## config.mk

```make
export PLATFORM = sky130hd
export DESIGN_NAME = keypad_scanner
export DESIGN_NICKNAME = d
export VERILOG_FILES = /design/src/rtl/keypad_pkg.sv /design/src/rtl/col_synchronizer.sv /design/src/rtl/keypad_scanner.sv
export SDC_FILE = /design/constraint.sdc
export NUM_CORES = 1
export LEC_CHECK = 0
export BUFFER_PORTS_ARGS = -buffer_cell sky130_fd_sc_hd__clkbuf_2
export CAP_MARGIN = 20
export CORE_ASPECT_RATIO = 0.7
export CORE_MARGIN = 2
export CORE_UTILIZATION = 50
export DETAILED_ROUTE_END_ITERATION = 8
export PLACE_DENSITY_LB_ADDON = 0.08
export SLEW_MARGIN = 20
export SYNTH_ARGS = -nofsm -noshare
export SYNTH_HDL_FRONTEND = slang
export SYNTH_HIERARCHICAL = 1
export SYNTH_SLANG_ARGS = --single-unit
```

## constraint.sdc

```tcl
create_clock -name clk -period 1.7 [get_ports clk]
set_input_delay 0.085 -clock clk [delete_from_list [all_inputs] [get_ports clk]]
set_output_delay 0.085 -clock clk [all_outputs]
set_load 0.02 [all_outputs]
```

## src/rtl/keypad_pkg.sv

```systemverilog
// rtl/keypad_pkg.sv - shared types, keymap and helpers for the keypad scanner
package keypad_pkg;

  typedef enum logic [1:0] {
    SETTLE = 2'd0,
    SAMPLE = 2'd1,
    HOLD   = 2'd2
  } state_e;

  localparam logic [3:0] ROW_RESET = 4'b1110;
  localparam logic [3:0] COL_IDLE  = 4'b1111;

  // Indexed [row][col]
  localparam logic [3:0] KEYMAP [0:3][0:3] = '{
    '{4'h1, 4'h2, 4'h3, 4'hA},
    '{4'h4, 4'h5, 4'h6, 4'hB},
    '{4'h7, 4'h8, 4'h9, 4'hC},
    '{4'hE, 4'h0, 4'hF, 4'hD}
  };

  // Index of the lowest-numbered zero bit; bit 0 wins ties.
  function automatic logic [1:0] first_low(input logic [3:0] v);
    first_low = 2'd0;
    for (int i = 3; i >= 0; i--) begin
      if (!v[i]) first_low = 2'(i);
    end
  endfunction

endpackage

```

## src/rtl/col_synchronizer.sv

```systemverilog
// rtl/col_synchronizer.sv - multi-flop synchronizer for the raw column lines
module col_synchronizer #(
  parameter int WIDTH  = 4,
  parameter int STAGES = 2
) (
  input  logic             clk,
  input  logic             reset,
  input  logic [WIDTH-1:0] d_i,
  output logic [WIDTH-1:0] q_o
);

  logic [WIDTH-1:0] sync_q [STAGES];

  always_ff @(posedge clk) begin
    if (reset) begin
      for (int i = 0; i < STAGES; i++) sync_q[i] <= '1;
    end else begin
      sync_q[0] <= d_i;
      for (int i = 1; i < STAGES; i++) sync_q[i] <= sync_q[i-1];
    end
  end

  assign q_o = sync_q[STAGES-1];

endmodule

```

## src/rtl/keypad_scanner.sv

```systemverilog
// rtl/keypad_scanner.sv - 4x4 keypad row scanner with lock-on while a key is held
module keypad_scanner
  import keypad_pkg::*;
#(
  parameter int DWELL_CYCLES = 4,
  parameter int SYNC_STAGES  = 2
) (
  input  logic       clk,
  input  logic       reset,
  input  logic [3:0] col_n,
  output logic [3:0] row_n,
  output logic [3:0] key_code,
  output logic       key_pressed
);

  localparam int CW = (DWELL_CYCLES > 1) ? $clog2(DWELL_CYCLES) : 1;
  localparam logic [CW-1:0] CNT_LAST = CW'(DWELL_CYCLES - 1);

  logic [3:0]    col_s;
  state_e        state_q, state_d;
  logic [CW-1:0] cnt_q, cnt_d;
  logic [3:0]    row_q, row_d;
  logic [3:0]    code_q, code_d;
  logic          pressed_q, pressed_d;
  logic [1:0]    col_idx_q, col_idx_d;
  logic [3:0]    row_next;

  col_synchronizer #(
    .WIDTH  (4),
    .STAGES (SYNC_STAGES)
  ) u_col_sync (
    .clk   (clk),
    .reset (reset),
    .d_i   (col_n),
    .q_o   (col_s)
  );

  assign row_next = {row_q[2:0], row_q[3]};

  always_comb begin
    state_d   = state_q;
    cnt_d     = cnt_q;
    row_d     = row_q;
    code_d    = code_q;
    pressed_d = pressed_q;
    col_idx_d = col_idx_q;
    case (state_q)
      SETTLE: begin
        if (cnt_q == CNT_LAST) begin
          cnt_d   = '0;
          state_d = SAMPLE;
        end else begin
          cnt_d = cnt_q + CW'(1);
        end
      end
      SAMPLE: begin
        if (col_s != COL_IDLE) begin
          col_idx_d = first_low(col_s);
          code_d    = KEYMAP[first_low(row_q)][first_low(col_s)];
          pressed_d = 1'b1;
          state_d   = HOLD;
        end else begin
          row_d   = row_next;
          state_d = SETTLE;
        end
      end
      HOLD: begin
        // Only the latched column releases the lock; other columns are ignored.
        if (col_s[col_idx_q]) begin
          pressed_d = 1'b0;
          row_d     = row_next;
          state_d   = SETTLE;
        end
      end
      default: begin
        state_d   = SETTLE;
        row_d     = ROW_RESET;
        cnt_d     = '0;
        pressed_d = 1'b0;
      end
    endcase
  end

  always_ff @(posedge clk) begin
    if (reset) begin
      state_q   <= SETTLE;
      cnt_q     <= '0;
      row_q     <= ROW_RESET;
      code_q    <= 4'h0;
      pressed_q <= 1'b0;
      col_idx_q <= 2'd0;
    end else begin
      state_q   <= state_d;
      cnt_q     <= cnt_d;
      row_q     <= row_d;
      code_q    <= code_d;
      pressed_q <= pressed_d;
      col_idx_q <= col_idx_d;
    end
  end

  assign row_n       = row_q;
  assign key_code    = code_q;
  assign key_pressed = pressed_q;

endmodule

```

-- Word level (Yosys, flattened, before mapping)
Memory sizes are Yosys's and may differ from the RTL's.
Index checks and enable logic that the tools add are counted.
- $add $sub $neg: 1
- magnitude comparators: 3
- eq/ne operators: 8
- muxes and demuxes: 37
- bitwise gates (word level): 5
- reductions and logical operators: 6
- operators with widths (kind ; number):
    binary-select mux 16 bit (select 2 bit) ; 1
    2-to-1 mux 16 bit ; 2
    2-to-1 mux 2 bit ; 16
    2-to-1 mux 4 bit ; 6
    one-hot mux 4 bit (3 select lines) ; 1
    binary-select mux 4 bit (select 2 bit) ; 1
    != test 2 bit (second input constant) ; 4
    greater-or-equal comparator 3 bit (second input constant) ; 2
    2-to-1 mux 1 bit ; 6
    NOT 2 -> 3 bit ; 2
    one-hot mux 2 bit (3 select lines) ; 1
    AND reduction 3 bit ; 2
    equality test 2 bit (second input constant) ; 2
    != test 4 bit (second input constant) ; 1
    one-hot mux 2 bit (2 select lines) ; 1
    AND reduction 2 bit ; 2
    < comparator 2 x 3 -> 1 bit (second input constant) ; 1
    one-hot mux 1 bit (3 select lines) ; 1
    adder 2 x 1 -> 2 bit (second input constant) ; 1
    binary-select mux 1 bit (select 2 bit) ; 1
    equality test 2 x 1 -> 1 bit (second input constant) ; 1
    logical NOT 2 bit ; 1
    bitwise OR 1 bit ; 2
    OR reduction 2 bit ; 1
    NOT 1 bit ; 1
- flip-flop bits (word level): 15
- RAM bits: 8
- bits of input ports: 6
- output and inout bits: 9
- logic and storage cells: 67
- memories kept: 1
- memories (memory ; depth ; width ; read ports ; clocked after Yosys merged registers in ; write ports ; line ; RTL):
    u_col_sync.sync_q ; 2 ; 4 ; 2 ; 0 ; 2 ; col_synchronizer.sv:12 ; logic [WIDTH-1:0] sync_q [STAGES];

-- Logic depth before layout (Yosys ltp)
Gate-level depths: netlist (run 1).
- word-level depth: 13
- mapped depth: 7
- mapped depth without buffers: 6

-- By module
Netlist (run 1), hierarchy kept.
- by module, submodules not included (module ; times used ; cells each ; area an instance (um^2) ; sequential area each (um^2)):
    keypad_scanner ; 1 ; 103 ; 845.8 ; 300.3
    col_synchronizer ; 1 ; 20 ; 240.2 ; 160.2

-- Worst setup path after synthesis (run 1)
Ideal clock, no wire load.
- kind: flip-flop to flip-flop
- start: register row_q[3] (netlist: row_n[3])
- end: register code_q[2] (netlist: key_code[2])
- setup time: 0.128 ns
- arrival time: 1.323 ns
- required time: 1.572 ns
- slack: 0.250 ns
- cell stages (with the launch flop): 6
- path buffers: 0
- period minus slack after synthesis: 1.450 ns
- path through: dfxtp_1 nor2b_1 o21ai_0 o21ai_0 a32oi_1 nor2_1
- word-level cells in the longest chain between the ends: 13
- ends and longest elaborated chain (item ; line ; RTL):
    start: declaration ; keypad_scanner.sv:22 ; logic [3:0] row_q, row_d;
    start signal: assignment ; keypad_scanner.sv:95 ; row_q <= row_d;
    2-to-1 mux 2 bit (4 in series) ; keypad_pkg.sv:25 ; if (!v[i]) first_low = 2'(i);
    2-to-1 mux 2 bit ; keypad_scanner.sv:57 ; if (col_s != COL_IDLE) begin
    2-to-1 mux 2 bit ; keypad_scanner.sv:47 ; case (state_q)
    NOT 2 -> 3 bit (implied by the code) ; keypad_scanner.sv:59 ; code_d = KEYMAP[first_low(row_q)][first_low(col_s)];
    binary-select mux 16 bit (select 2 bit) ; keypad_scanner.sv:59 ;
    2-to-1 mux 16 bit (implied by the code) (2 in series) ; keypad_scanner.sv:59 ;
    binary-select mux 4 bit (select 2 bit) ; keypad_scanner.sv:59 ;
    2-to-1 mux 4 bit (implied by the code) (2 in series) ; keypad_scanner.sv:59 ;
    end signal: assignment ; keypad_scanner.sv:96 ; code_q <= code_d;
    end: declaration ; keypad_scanner.sv:23 ; logic [3:0] code_q, code_d;
No other way between the ends. The select of a mux whose other input is x is not followed.
A chain may end at the register's enable or synchronous reset.

==> summary.md, run 1 <==
| Metric | Value |
|---|---|
| Reg2Reg Depth | 5 |
| Worst setup path class | flop to flop |
| Yosys cell types | 36 |
| Final Cycle Share | between 90% and 100% |
| Register area share after synthesis | 42.40% |
| Crit-path max FO | 9 |
| RSZ-0062 raised after global routing | no |
| Synth async-reset ratio | 0% |
| Worst path cell trace | nand2_2, o21ai_4, nand3_4, or2_1, a21oi_1 |
| Die area | between 2000 and 3000 um2 |
| Multi-input gate area in the final layout | around 570 um2 |
| Fillcell total | 203 |
| Achievable Freq | approximately 0.65 GHz |
| Setup TNS | 0 ps |
| Post-synth EDFFs | 0 |
| Final min period | ~1500 ps |
| Final Hold Fails | 0 |
| Post-CTS Setup Inserts | 0 |
| Crit end category | flop |
| Cell leakage power | just under 0.5 nW |
| Worst Setup SP | u_col_sync/sync_q[0][4] |
| Routed vias | roughly 920 |
| Reg2reg start | u_col_sync/sync_q[0][4] |
| Largest area contributor in the netlist | dfxtp_1 |
| Status | finished clean |
| Root buffer cell | clkbuf_4 |
| Launching element type of the critical path | flop |
| Routed vias/inst | between 5 and 6 |
| Remaining antenna violation count | 0 |
| Max stage delay on crit path | ~470 ps |
| Final clock skew | between 5 and 6 ps |
| Core Box Area | roughly 2100 um2 |
| Vias in the first global route | 813 |
| Data required, critical path | a little under 2000 ps |
| Count of final setup violators | 0 |
| Syn-to-layout area delta | 13.02% |
| FF-to-FF End | row_n[0] |
| Mapped Cells | approximately 120 |
| Initial Utilization | 51.67% |
| Max Cap Viol | 0 |
| TritonRoute pass-1 iters | 4 |
| P per Cell Area | about 920 nW/um2 |
| Synthesis-stage register bit count | 23 |
| Rel. slew slack | between 60% and 70% |
| Post-DP HPWL | 1.504 mm |
| Residual DRC | 0 |
| Number of diodes | 0 |
| Peak supply drop | around 680 uV |
| Cts bufs inserted | 3 |
| Crit. path cell count | 5 |
| Clock sinks | 23 |
| Final worst slack | 162.5 ps |
| Total grt overflow | 0 |
| Nets@finish | roughly 150 |
| Global-route wire length before repair | ~3.8 mm |
| Main area contributors after synthesis | dfxtp_1 42%, a21oi_1 5.5%, or2_1 5.2% |
| Hold crit path type | input pin to flop |
| Worst-Margin Slew | 470.5 ps |
| PortBufs | 14 |
| Yosys top cell area share | between 40% and 50% |
| Critical path buffer and inverter count | 0 |
| Clock Pin Slew Worst Setup and Hold Paths | approximately 130 ps |
| Slowest CP cell | dfxtp_1 |
| Reg area | around 460 um2 |
| Post-Syn Nets | about 130 |
| # IOs | 15 |
| Largest net degree at the start of global routing | 28 |
| Clk_lat worst skew | roughly 320 ps |
| Syn. warnings | 6 |
| CP delay by family, top | simple AND/OR/NAND/NOR gates |
| GRT Util Overall | slightly below 20% |
| CTS tree | done |
| Initial DRC count | 24 |
| Layout cells sized above 1 | roughly 18% |
| Top_reg_cell synth | dfxtp_1 |
| Syn avg cell area | roughly 8.8 um2 |
| Post-Route WL | roughly 2.1 mm |
| Die Ht | roughly 43 um |
| Deepest clock path buffer count | 2 |
| WL per Instance | 13.08 um |
| Worst R2R Setup Slack | 160 ps |
| Final Max Tran Viols | 0 |
| Crit path DAT | roughly 1800 ps |
| Cell area after synthesis | between 1000 and 1500 um2 |
| Crit path to | row_n[0] |
| Initial antenna violation count | 0 |
| Die width | ~60 um |
| Gpl congestion | roughly 0.84 |
| Setup WS pre-CTS | 113.9 ps |
| Row count | 14 |
| # H-tree levels | 1 |
layer usage:
| metal | GRT usage (%) | routed length (um) |
|---|---|---|
| met1 | 31.81 | 1114 |
| met2 | 25.43 | 905 |
| met3 | 6.402 | 112 |
| met4 | 4.000 | 12 |
| met5 | 0 | 0 |
logic make-up (layout without fill, tap and decap cells):
group / Yosys count / count (layout) / synth area share (%)
and+or+nand+nor: 50 / 50 / 26.04
AOI/OAI and AO/OA: 33 / 33 / 19.36
DFF: 23 / 23 / 42.40
buffers and inverters: 12 / 29 / 5.530
adders and majority gates: 4 / 4 / 4.608
muxes: 1 / 1 / 2.074
through the flow:
step	cell area, um2	instances	total power [mW]	hold WS, ps	utilization, %
2_1_floorplan	1086	123	0.8106	182.1	-
3_3_place_gp	1160	156	0.8568	260.7	55.18
3_5_place_dp	1160	156	0.8690	264.2	55.18
4_1_cts	1227	164	1.128	260.5	58.39
5_1_grt	1227	164	1.199	304.3	58.39
6_report	1227	164	1.124	256.0	58.39
cells in the final DEF (no fill, tap or decap), drive strengths merged, types with 2 or more instances in the layout:
master and n:
nor2b 5, nand2 10, inv 5, buf 2
a31oi 3, nor4b 3, a21oi 12, nor3 3
nand2b 2, dfxtp 23, o21ai 8, nand3 3
dlygate4sd3 4, ha 4, clkbuf 17, or2 9
nor2 12
synthesized netlist by cell type, types with 3 or more instances:
master    n
or2_1     9
o21ai_0   5
nor2_1   12
a21oi_1  12
ha_1      4
a31oi_1   3
inv_1     5
nor2b_1   5
nor4b_1   3
nor3_1    3
buf_4     4
nand2_1   9
dfxtp_1  23
registers in the layout, indices dropped and copies added, names as in the netlist:
signal             cells
u_col_sync/sync_q      8
cnt_q                  2
col_idx_q              2
row_n                  4
key_pressed            1
key_code               4
state_q                2
how the worst min path moves through the flow:
stage / start / endpoint / depth (start not counted)
floorplan: col_n[0] / u_col_sync/sync_q[0][0] / 1
global placement: col_n[1] / u_col_sync/sync_q[0][1] / 2
detailed placement: col_n[1] / u_col_sync/sync_q[0][1] / 2
CTS: reset / col_idx_q[1] / 2
global route: reset / key_code[2] / 2
finish: reset / key_code[2] / 2
area by class of cell:
type	count	area share, %
clock buffers	3	1.835
clock inverters	1	0.4077
inverters	5	1.529
multi-input cells	88	46.08
flip-flops and latches	23	37.51
well taps	24	2.446
repair buffers	20	10.19
report_power, final:
| part | total (mW) | switching, mW | internal (mW) |
|---|---|---|---|
| Sequential | 0.608 | 0.0284 | 0.580 |
| Clock | 0.258 | 0.170 | 0.0881 |
| Combinational | 0.257 | 0.152 | 0.105 |
| Total | 1.12 | 0.350 | 0.774 |
repair_timing:
item                       4_1_cts  5_1_grt
setup endpoints to repair        0        2
gates resized for setup          0        1
hold endpoints to repair         4        0
hold buffers                     4        0
Note: power is estimated with default switching activity, not from simulation.
==> inputs of run 2 (changes only) <==
==> constraint.sdc (replaced) <==
create_clock -name clk -period 1.7 [get_ports clk]
set_input_delay 0.255 -clock clk [delete_from_list [all_inputs] [get_ports clk]]
set_output_delay 0.255 -clock clk [all_outputs]
set_load 0.02 [all_outputs]
==> run 2 against run 1 <==
- combinational power fell by 2%
- worst hold slack worse by 150 ps
- setup slack got worse by 9.5 ps
- maximum frequency shrank 0.61%
- non-clock buffer count is 4 lower
- largest cell class unchanged
==> summary.md, run 2 (synthesized netlist as in run 1, its figures left out) <==
| Metric | Value |
|---|---|
| Hold Crit Depth | 2 |
| Count of final setup violators | 0 |
| Post-CTS Hold Buffers | 0 |
| PortBufs | 14 |
| Worst-Margin Slew | roughly 470 ps |
| Crit end category | flop |
| Crit path DAT | around 1800 ps |
| Hold crit path type | input pin to flop |
| Status | finished clean |
| Cts bufs inserted | 3 |
| Final Cycle Share | between 90% and 100% |
| Crit. path cell count | 5 |
| Gpl congestion | between 0.8 and 0.9 |
| P per Cell Area | 941.7 nW/um2 |
| Core Box Area | 2102 um2 |
| Setup TNS | 0 ps |
| Reg with most FFs | u_col_sync/sync_q |
| Nets@finish | 147 |
| GRT Util Overall | 19.75% |
| Slowest CP cell | dfxtp_1 |
| Routed vias/inst | approximately 5.7 |
| Post-DP HPWL | roughly 1.5 mm |
| Post-Route WL | ~2.1 mm |
| CP delay by family, top | simple AND/OR/NAND/NOR gates |
| Pint | between 0.7 and 0.8 mW |
| Critical path buffer and inverter count | 0 |
| # H-tree levels | 1 |
| Total grt overflow | 0 |
| RSZ-0062 raised after global routing | no |
| Die area | between 2000 and 3000 um2 |
| Die Ht | ~43 um |
| Fin Hold WS | between 100 and 150 ps |
| CTS tree | done |
| Global-route wire length before repair | between 3 and 4 mm |
| Clk_lat worst skew | between 300 and 400 ps |
| Final Max Tran Viols | 0 |
| Data required, critical path | roughly 2000 ps |
| Switching pwr | between 0.3 and 0.4 mW |
| Total power | 1.118 mW |
| Max Cap Viol | 0 |
| Initial DRC count | 27 |
| Row count | 14 |
| Worst setup path class | flop to flop |
| Clock Pin Slew Worst Setup and Hold Paths | around 130 ps |
| Rel. slew slack | between 60 and 70% |
| Remaining antenna violation count | 0 |
| Launching element type of the critical path | flop |
| Residual DRC | 0 |
| Max stage delay on crit path | between 400 and 500 ps |
| Syn-to-layout area delta | 9.332% |
| Number of flip-flops in the largest register | 8 |
| Die width | around 60 um |
| Logic gate share of total power | between 20 and 25% |
| Final min period | 1547 ps |
| Most frequent cells in the layout | 23 x dfxtp_1, 14 x clkbuf_2, 12 x a21oi_1, 12 x nor2_1 |
| Largest net degree at the start of global routing | 28 |
| Vias in the first global route | between 800 and 900 |
| Clock group share of total power | a little under a quarter |
| Clock sinks | 23 |
| Cell leakage power | between 0.4 and 0.5 nW |
| Final clock skew | approximately 5.4 ps |
| Layout cells sized above 1 | 18.38% |
| Sw Ratio | around a third |
| Achievable Freq | between 0.6 and 0.7 GHz |
| Commonest non-fill, non-tap cell in the layout | dfxtp_1 |
| Reg2Reg Depth | 5 |
| Initial Utilization | between 50% and 60% |
| Crit-path max FO | 9 |
| Worst path cell trace | nand2_2, o21ai_4, nand3_4, or2_1, a21oi_1 |
| Peak supply drop | slightly below 700 uV |
| Final Hold Fails | 0 |
| TritonRoute pass-1 iters | 4 |
| Routed vias | approximately 900 |
| WL per Instance | roughly 13 um |
| Sequential Power Share | between 50% and 60% |
| Deepest clock path buffer count | 2 |
| Initial antenna violation count | 0 |
| # IOs | 15 |
| Root buffer cell | clkbuf_4 |
| Number of diodes | 0 |
[run 2: changes by cell type in the layout (fill, tap and decap cells not counted), sizes merged]
cell         before  now
dlygate4sd3       4    0
[run 2: power groups by stage]
stage / registers, mW / logic (mW) / clock network (mW)
after CTS: 0.608 / 0.251 / 0.261
after floorplan: 0.620 / 0.191 / 0
after detailed placement: 0.619 / 0.250 / 0
after global routing: 0.614 / 0.287 / 0.291
after global placement: 0.618 / 0.239 / 0
final: 0.608 / 0.252 / 0.258
[run 2: layer usage]
metal | vias to the layer above | global-route usage [%] | wire, um
met3 | 4 | 6.402 | 123
met5 | - | 0 | 0
met4 | 0 | 4.000 | 15
met1 | 417 | 31.81 | 1084
li1 | 455 | - | -
met2 | 30 | 25.00 | 902
[run 2: repair_timing]
item / in CTS / in global routing
endpoints found under the setup margin: 0 / 2
gates resized for setup: 0 / 1
setup buffers: 0 / 0
[run 2: final cells by class]
cell class                 count  area, um2
timing repair buffer          16      85.08
sequential                    23      460.4
clock buffer                   3      22.52
multi-input combinational     88      565.5
fill                         208      914.6
clock inverter                 1      5.005
tap                           24      30.03
inverter                       5      18.77
[run 2: metrics by stage]
| step | cell area [um2] | utilization, % | worst slack [ps] | instances |
|---|---|---|---|---|
| floorplan | 1086 | - | 249.7 | 123 |
| CTS | 1187 | 56.49 | 96.20 | 160 |
| global placement | 1160 | 55.18 | 65.66 | 156 |
| finish | 1187 | 56.49 | 153.0 | 160 |
| detailed placement | 1160 | 55.18 | 113.9 | 156 |
| global route | 1187 | 56.49 | 26.51 | 160 |
[run 2: path summary, 6_finish.rpt]
path	start	slack, ps	endpoint
max	u_col_sync/sync_q[0][4]	150	row_n[0]
min	col_n[3]	100	u_col_sync/sync_q[0][3]
max reg2reg	u_col_sync/sync_q[0][4]	150	row_n[0]
min reg2reg	u_col_sync/sync_q[0][2]	420	u_col_sync/sync_q[0][6]
